==> src/rtl/apb_slave_mem.sv <==
// APB slave backed by a DEPTH x APB_DW register array, with a fixed number of
// wait states per transfer and an error response for out-of-range addresses.
module apb_slave_mem #(
    parameter int APB_AW      = 32,
    parameter int APB_DW      = 8,
    parameter int DEPTH       = 16,
    parameter int WAIT_CYCLES = 2
) (
    input  logic              PCLK,
    input  logic              PRESET,
    input  logic [APB_AW-1:0] i_PADDR,
    input  logic              i_PSEL,
    input  logic              i_PENABLE,
    input  logic              i_PWRITE,
    input  logic [APB_DW-1:0] i_PWDATA,
    output logic [APB_DW-1:0] o_PRDATA,
    output logic              o_PREADY,
    output logic              o_PSLVERR
);

    localparam int ADDR_SHIFT = $clog2(APB_DW / 8);
    localparam int IDX_W      = $clog2(DEPTH);

    typedef enum logic [1:0] {IDLE, WAIT, RESP} state_t;

    state_t            state, state_nxt;
    logic [3:0]        wait_cnt, wait_cnt_nxt;
    logic              capture;

    logic [IDX_W-1:0]  lat_idx;
    logic              lat_write;
    logic              lat_err;
    logic [APB_DW-1:0] lat_wdata;

    logic [APB_DW-1:0] mem [DEPTH];

    logic [APB_AW-1:0] addr_word;
    logic              addr_err;
    logic              setup;
    logic              enter_resp;
    logic              commit;
    logic [IDX_W-1:0]  rd_idx;
    logic              rd_err;
    logic              rd_write;

    assign addr_word = i_PADDR >> ADDR_SHIFT;
    assign addr_err  = (addr_word >= APB_AW'(DEPTH));
    assign setup     = i_PSEL && !i_PENABLE;

    always_comb begin
        state_nxt    = state;
        wait_cnt_nxt = wait_cnt;
        capture      = 1'b0;
        case (state)
            IDLE: begin
                if (setup) begin
                    capture = 1'b1;
                    if (WAIT_CYCLES == 0) begin
                        state_nxt = RESP;
                    end else begin
                        state_nxt    = WAIT;
                        wait_cnt_nxt = 4'(WAIT_CYCLES);
                    end
                end
            end
            WAIT: begin
                if (!i_PSEL) begin
                    state_nxt = IDLE;
                end else if (!i_PENABLE) begin
                    // A fresh setup phase mid-wait restarts the transfer from scratch.
                    capture      = 1'b1;
                    wait_cnt_nxt = 4'(WAIT_CYCLES);
                end else begin
                    wait_cnt_nxt = wait_cnt - 4'd1;
                    if (wait_cnt == 4'd1) begin
                        state_nxt = RESP;
                    end
                end
            end
            RESP:    state_nxt = IDLE;
            default: state_nxt = IDLE;
        endcase
    end

    // Read data is sampled on the edge entering RESP; with zero wait states that is
    // the setup edge itself, so the live bus fields stand in for the latched ones.
    assign rd_idx     = capture ? addr_word[IDX_W-1:0] : lat_idx;
    assign rd_err     = capture ? addr_err : lat_err;
    assign rd_write   = capture ? i_PWRITE : lat_write;
    assign enter_resp = (state_nxt == RESP) && (state != RESP);
    assign commit     = (state == RESP) && i_PSEL && lat_write && !lat_err;

    always_ff @(posedge PCLK) begin
        if (PRESET) begin
            state     <= IDLE;
            wait_cnt  <= '0;
            lat_idx   <= '0;
            lat_write <= 1'b0;
            lat_err   <= 1'b0;
            lat_wdata <= '0;
            o_PRDATA  <= '0;
            for (int unsigned i = 0; i < DEPTH; i++) begin
                mem[IDX_W'(i)] <= '0;
            end
        end else begin
            state    <= state_nxt;
            wait_cnt <= wait_cnt_nxt;
            if (capture) begin
                lat_idx   <= addr_word[IDX_W-1:0];
                lat_write <= i_PWRITE;
                lat_err   <= addr_err;
                lat_wdata <= i_PWDATA;
            end
            if (commit) begin
                mem[lat_idx] <= lat_wdata;
            end
            if (enter_resp && !rd_write) begin
                o_PRDATA <= rd_err ? '0 : mem[rd_idx];
            end
        end
    end

    assign o_PREADY  = (state == RESP);
    assign o_PSLVERR = (state == RESP) && lat_err;

endmodule

==> config.mk <==
export PLATFORM = sky130hd
export DESIGN_NAME = apb_slave_mem
export DESIGN_NICKNAME = d
export VERILOG_FILES = /design/src/rtl/apb_slave_mem.sv
export SDC_FILE = /design/constraint.sdc
export NUM_CORES = 1
export LEC_CHECK = 0
export ABC_CLOCK_PERIOD_IN_PS = 2600
export CELL_PAD_IN_SITES_DETAIL_PLACEMENT = 1
export CELL_PAD_IN_SITES_GLOBAL_PLACEMENT = 2
export CORE_MARGIN = 2
export CORE_UTILIZATION = 40
export DETAILED_ROUTE_END_ITERATION = 8
export GPL_ROUTABILITY_DRIVEN = 1
export PLACE_DENSITY_LB_ADDON = 0.1
export SETUP_SLACK_MARGIN = 0.4
export SYNTH_ARGS = -nofsm -noshare
export SYNTH_HDL_FRONTEND = slang
export SYNTH_SLANG_ARGS = --single-unit
export TNS_END_PERCENT = 1
==> constraint.sdc <==
create_clock -name PCLK -period 2.6 [get_ports PCLK]
set_input_delay 0.65 -clock PCLK [delete_from_list [all_inputs] [get_ports PCLK]]
set_output_delay 0.65 -clock PCLK [all_outputs]
set_load 0.1 [all_outputs]
==> flow_summary_export.csv, run 1 <==
group,metric,value,unit
synth,async_flop_share,0,%
detailed_routing,first_iter_violations,394,
timing,setup_viol,0,
detailed_routing,drt_first_pass_iters,5,
power,powerDensity,602,nW/µm²
timing,fin_setup_tns,0,ns
place,dp_hpwl,17200,µm
timing,slew_violations,0,
clock_network,clkTransAtPathRegs,0.06,ns
place,dp_cells,1042,
setup_path,ff2ff_setup_slack,0.41,ns
clock_network,cts_root_buf,"clkbuf_16",
die,start_util,40.8,%
hold_path,hold_path.class,"register to register",
clock_network,clock_latency,0.43,ns
status,status,"completed",
setup_path,rr_worst_depth,9,
synth,postSynthAreaPerCell,11.3,µm²
die,io-pin-count,55,
die,dieArea,21000,µm²
place,port_buffers,54,
cells_and_area,finalNetCount,854,
detailed_routing,route.detailed.drc,0,
setup_path,r2r_end,"o_PRDATA[4]",
synth,ys_seq_area_share,55.5,%
cells_and_area,drive_above_1_share,24.6,%
grt,grt_overflow_total,0,
detailed_routing,num_vias,5887,
power,swShare,24.4,%
grt,grt_max_degree,38,
power,power.internal,4510,µW
die,placementRows,51,
setup_path,cp-start-kind,"register",
cells_and_area,fin_cells,1085,
power,power_frac_clock,40.8,%
timing,fin_crit,2.19,ns
timing,slew_headroom,36.1,%
die,core-area,19500,µm²
synth,yosys_warnings,0,
setup_path,rr_startpoint,"state[1]",
cells_and_area,antenna-diode-count,0,
place,gp_congestion,0.871,
clock_network,cts_max_level,4,
synth,synth_edf_count,128,
clock_network,ctsLongestPathBuffers,2,
timing,finalCritPeriodShare,84.4,%
cells_and_area,area_delta_synth_final,24.9,%
flow_run,cap_violations,0,
clock_network,cts_tree,"built",
detailed_routing,routed_wl,24400,µm
clock_network,numCtsBuffers,17,
grt,antenna_found_initial,2,
setup_path,worst_ep_arrival_time,2.53,ns
setup_path,critPathCaptureType,"register",
power,pwr-share-comb,11.2,%
setup_path,worstPathMaxFanout,8,
setup_path,crit_start,"state[1]",
grt,grtUsageTotal,24.2,%
timing,tightest_slew,0.957,ns
power,seqPwrFrac,48.1,%
setup_path,endpoint,"o_PRDATA[4]",
synth,ys_types,46,
power,p_switching,1450,µW
power,p_leak,0.00366,µW
detailed_routing,vias_per_cell,5.43,
timing,finClkSkew,0.0116,ns
hold_path,min_path_cells,2,
die,fp.dieH,145,µm
synth,ys.flop_type,"edfxtp_1",
clock_network,numClockSinks,156,
synth,synthCells,705,
synth,synth_seq_cells,156,
timing,max_freq,456,MHz
cells_and_area,fill_cells,2052,
timing,rsz0062_at_grt,"true",
timing,hold_violations,0,
setup_path,crit_required,2.93,ns
grt,grt_pass1_vias,6188,
detailed_routing,ant_nets,0,
synth,netlist_area,7930,µm²
die,die_x,145,µm
setup_path,criticalPathCategory,"register to register",
detailed_routing,wire_per_inst,22.5,µm
power,peakVddDrop,0.422,mV
grt,grt_first_pass_wirelength,36900,µm
synth,synthesis.nets,752,
[cells by family (layout without fill, tap and decap cells)]
group | after synthesis | after routing | synth area share [%]
xor gates and xnor gates | 3 | 3 | 0.331
buffers and inverters | 46 | 161 | 3.38
muxes | 59 | 59 | 8.39
and+or+nand+nor | 285 | 285 | 19.6
AOI/OAI and AO/OA | 154 | 154 | 12.5
adders and majority gates | 2 | 2 | 0.315
DFF | 156 | 156 | 55.5
[synthesized netlist by cell type (3+ instances only)]
library cell / instances / area, µm²
buf_4: 5 / 37.5
dfxtp_1: 28 / 561
a21oi_1: 49 / 245
mux2_2: 32 / 360
nor4_1: 8 / 50.1
nand2_1: 70 / 263
o21ai_0: 32 / 160
nor3_1: 12 / 60.1
a22oi_2: 5 / 62.6
mux2i_1: 23 / 230
clkbuf_1: 20 / 75.1
a22oi_1: 10 / 75.1
o22ai_1: 14 / 87.6
nor2_1: 21 / 78.8
and2_1: 130 / 813
buf_2: 10 / 50.1
a211oi_1: 14 / 105
buf_6: 8 / 90.1
or2_2: 16 / 100
nand2b_1: 3 / 18.8
o31ai_1: 7 / 52.6
nor2b_1: 16 / 100
a21oi_2: 9 / 78.8
o32ai_1: 7 / 61.3
edfxtp_1: 128 / 3840
[how the worst min path moves through the flow]
stage | slack, ns | endpoint | startpoint
2_1_floorplan | 0.48 | lat_wdata[0] | lat_wdata[0]
6_report | 0.49 | o_PRDATA[6] | o_PRDATA[6]
3_5_place_dp | 0.48 | o_PRDATA[6] | o_PRDATA[6]
3_3_place_gp | 0.46 | o_PRDATA[5] | o_PRDATA[5]
5_1_grt | 0.50 | o_PRDATA[6] | o_PRDATA[6]
4_1_cts | 0.49 | o_PRDATA[6] | o_PRDATA[6]
[routing by layer]
metal / routed length [µm] / GRT usage, % / part of all wire (%)
met5: 0 / 0 / 0
met4: 332 / 6.44 / 1.4
met3: 1320 / 3.92 / 5.4
met2: 11700 / 39.9 / 48
met1: 11100 / 33.3 / 46
[per-stage QoR]
step | hold WS (ns) | setup WS, ns | power (µW) | cell area, µm² | utilization [%]
after floorplan | 0.484 | 0.351 | 3230 | 7940 | -
after global placement | 0.464 | -0.457 | 3510 | 9100 | 46.7
after detailed placement | 0.481 | -0.552 | 3530 | 9100 | 46.7
after CTS | 0.489 | 0.406 | 5970 | 9780 | 50.3
after global routing | 0.501 | 0.333 | 6150 | 9910 | 50.9
final | 0.490 | 0.406 | 5960 | 9910 | 50.9
[power by group through the flow]
| stage | Clock, µW | Combinational, µW | Sequential [µW] |
|---|---|---|---|
| floorplan | 0 | 371 | 2860 |
| global placement | 0 | 594 | 2920 |
| detailed placement | 0 | 609 | 2920 |
| CTS | 2460 | 641 | 2870 |
| global route | 2560 | 712 | 2870 |
| finish | 2430 | 666 | 2870 |
[placed cells by master (no fill, tap or decap), types with 5 or more instances in the layout]
master	count
o21ai_0	32
mux2_2	32
mux2i_1	23
a21oi_1	48
or2_2	6
a22oi_2	5
buf_4	71
a211oi_1	13
a22oi_1	10
nor2_1	19
nor3_1	9
or2_4	10
o22ai_1	11
nand2_1	69
clkdlybuf4s50_1	40
buf_12	9
nor2b_1	16
clkbuf_16	19
dfxtp_1	26
a21oi_2	10
nor4_1	8
o31ai_1	7
edfxtp_1	128
and2_1	130
[critical path: stages (launching register included)]
cell and delay [ns]:
dfxtp_4 0.36, nor3b_4 0.25, buf_12 0.17, mux2i_4 0.32, buf_12 0.16, a211oi_1 0.05
o22ai_1 0.28, o32ai_1 0.14, buf_4 0.17, o31ai_1 0.19
[sequential cells by signal, indices dropped and copies added, names as in the netlist, named ones only]
name       flops
mem          128
lat_wdata      8
o_PRDATA       8
lat_idx        4
wait_cnt       4
state          2
lat_write      1
[what timing repair did]
action | 4_1_cts | 5_1_grt
buffers inserted | 2 | 8
cloned | 1 | 0
pin swaps | 10 | 6
endpoints found under the setup margin | 20 | 121
hold buffers | 0 | 0
resized for setup | 19 | 22
[layout make-up]
class	count	area (µm²)	area share (%)
Clock inverter	7	50.0	0.505
Clock buffer	25	528	5.33
Tap cell	265	332	3.35
Multi-Input combinational cell	503	3390	34.2
Timing Repair Buffer	127	1190	12.0
Inverter	2	7.51	0.0758
Sequential cell	156	4410	44.5
Power figures use the tool's default switching activity.
==> run 2: changes to the inputs <==
- ABC_CLOCK_PERIOD_IN_PS: 2600 -> 2000
- CORE_UTILIZATION: 40 -> 36
- clock period: 2.6 -> 2 ns (I/O delays scaled with it)
==> flow_summary_export.csv, run 2 (same netlist as run 1, synthesis figures left out) <==
group,metric,value,unit
status,status,"finished with violations",
status,violations,"setup timing",
die,fp.dieH,152,µm
grt,grt_pass1_vias,6381,
power,total_power,8070,µW
clock_network,numCtsBuffers,17,
timing,fin_ws,-0.127,ns
clock_network,clock_latency,0.43,ns
flow_run,cap_violations,0,
cells_and_area,antenna-diode-count,0,
timing,tightest_slew,0.735,ns
detailed_routing,routed_wl,24800,µm
hold_path,hold_path.class,"register to register",
die,placementRows,54,
clock_network,cts_tree,"built",
place,place_area,9520,µm²
place,port_buffers,54,
setup_path,criticalPathCategory,"register to register",
power,powerDensity,757,nW/µm²
timing,fin_crit,2.13,ns
power,p_switching,2040,µW
detailed_routing,vias_per_cell,5.35,
power,power_frac_clock,41.5,%
timing,finClkSkew,0.00840,ns
detailed_routing,first_iter_violations,376,
setup_path,slowest_stage,"or3b_2",
die,core-area,21800,µm²
hold_path,min_to,"lat_wdata[7]",
detailed_routing,route.detailed.drc,0,
timing,hold_ws,0.454,ns
setup_path,cp-start-kind,"register",
setup_path,ff2ff_setup_slack,-0.13,ns
timing,max_freq,470,MHz
place,gp_congestion,0.829,
detailed_routing,num_vias,6002,
place,place_ws,-0.954,ns
die,io-pin-count,55,
clock_network,ctsLongestPathBuffers,2,
grt,antenna_found_initial,1,
hold_path,min_from,"lat_wdata[7]",
timing,rsz0062_at_grt,"true",
power,peakVddDrop,0.515,mV
detailed_routing,ant_nets,0,
timing,slew_violations,0,
cells_and_area,largest_reg_flops,128,
cells_and_area,reg_top3,"mem: 128 flops, lat_wdata: 8 flops, o_PRDATA: 8 flops",
setup_path,path_buf_inv,3,
power,pwr-share-comb,13.0,%
detailed_routing,drt_first_pass_iters,5,
setup_path,max_stage_delay,0.51,ns
die,die_x,152,µm
cells_and_area,area_delta_synth_final,34.4,%
timing,setup_viol,8,
grt,grt_max_degree,38,
power,seqPwrFrac,45.5,%
grt,grtUsageTotal,21.5,%
cells_and_area,top_register,"mem",
die,dieArea,23200,µm²
cells_and_area,drive_above_1_share,32.8,%
die,start_util,36.5,%
timing,finalCritPeriodShare,106,%
setup_path,critical-path-top-delay-family,"compound AO/OA/AOI/OAI gates",
setup_path,crit_required,2.31,ns
place,dp_hpwl,17300,µm
detailed_routing,wire_per_inst,22.1,µm
setup_path,crit_start,"state[1]",
grt,grt_overflow_total,0,
setup_path,worstPathMaxFanout,23,
power,p_leak,0.00389,µW
clock_network,cts_root_buf,"clkbuf_16",
cells_and_area,design_area,10700,µm²
setup_path,crit_top_cell,"buf_4",
power,swShare,25.3,%
clock_network,hold_buffers,0,
setup_path,r2r_end,"o_PRDATA[2]",
hold_path,min_path_cells,2,
cells_and_area,mostFrequentLayoutCell,"edfxtp_1",
grt,grt_first_pass_wirelength,37700,µm
clock_network,cts_max_level,4,
timing,hold_violations,0,
setup_path,path_depth,8,
cells_and_area,finalNetCount,875,
cells_and_area,fill_cells,2294,
clock_network,numClockSinks,156,
cells_and_area,utilization,49.0,%
setup_path,rr_worst_depth,8,
clock_network,clkTransAtPathRegs,0.07,ns
cells_and_area,mostFrequentLayoutCells,"edfxtp_1 (128), and2_1 (125), buf_4 (68), nand2_1 (64), a21oi_1 (41)",
setup_path,rr_startpoint,"state[1]",
setup_path,path_cells,"buf_4, or3b_2, buf_6, o21ai_1, a21oi_2, o32ai_4, buf_4, o31ai_4",
setup_path,worst_ep_arrival_time,2.44,ns
setup_path,critPathCaptureType,"register",
power,power.internal,6030,µW
timing,slew_headroom,51.0,%
run 2: changes by cell type in the layout (fill, tap and decap cells not counted), moves of 6 or more:
cell,change
buf_6,+10
buf_12,+14
or2_2,-6
a21oi_2,+7
nor2_1,-8
a21oi_1,-7
or2_4,+6
run 2: per-layer routing:
metal | share of wire, % | global-route usage [%] | wire length (µm)
met5 | 0 | 0 | 0
met4 | 1.9 | 6.08 | 483
met3 | 4.0 | 3.73 | 981
met1 | 46 | 28.8 | 11300
met2 | 48 | 36.0 | 12000
run 2: stage by stage:
| stage | std cells | setup TNS (ns) |
|---|---|---|
| floorplan | 705 | -4.78 |
| global route | 1121 | -1.39 |
| CTS | 1118 | -0.612 |
| finish | 1121 | -0.741 |
| global placement | 1079 | -106.07 |
| detailed placement | 1079 | -116.73 |
run 2: timing repair:
action	4_1_cts	5_1_grt
buffers inserted	7	3
pin swaps	26	22
cloned	0	0
endpoints found under the setup margin	279	269
resized for setup	64	43
run 2: tightest hold or removal path: stages, from the launching register on:
cell,delay (ns)
dfxtp_1,0.31
nand2_1,0.05
a21oi_1,0.05
run 2: cell type report:
cell class	count	area, µm²	area share [%]
tap	280	350	3.29
sequential	156	4410	41.3
clock inverter	13	153	1.43
clock buffer	19	453	4.25
timing repair buffer	148	1560	14.6
multi-input combinational	503	3730	35.0
inverter	2	7.51	0.0704
run 2: power by group through the flow:
| stage | registers [µW] | clock network, µW | logic [µW] |
|---|---|---|---|
| 6_report | 3670 | 3350 | 1050 |
| 5_1_grt | 3680 | 3540 | 1110 |
| 4_1_cts | 3670 | 3390 | 1000 |
| 3_5_place_dp | 3740 | 0 | 903 |
| 3_3_place_gp | 3730 | 0 | 888 |
| 2_1_floorplan | 3710 | 0 | 489 |
run 2: worst max path at each step:
stage	end	slack, ns
final	o_PRDATA[2]	-0.13
after global routing	o_PRDATA[2]	-0.21
after CTS	o_PRDATA[0]	-0.10
after detailed placement	o_PRDATA[6]	-0.95
after global placement	o_PRDATA[6]	-0.99
after floorplan	mem[3][0]	-0.09
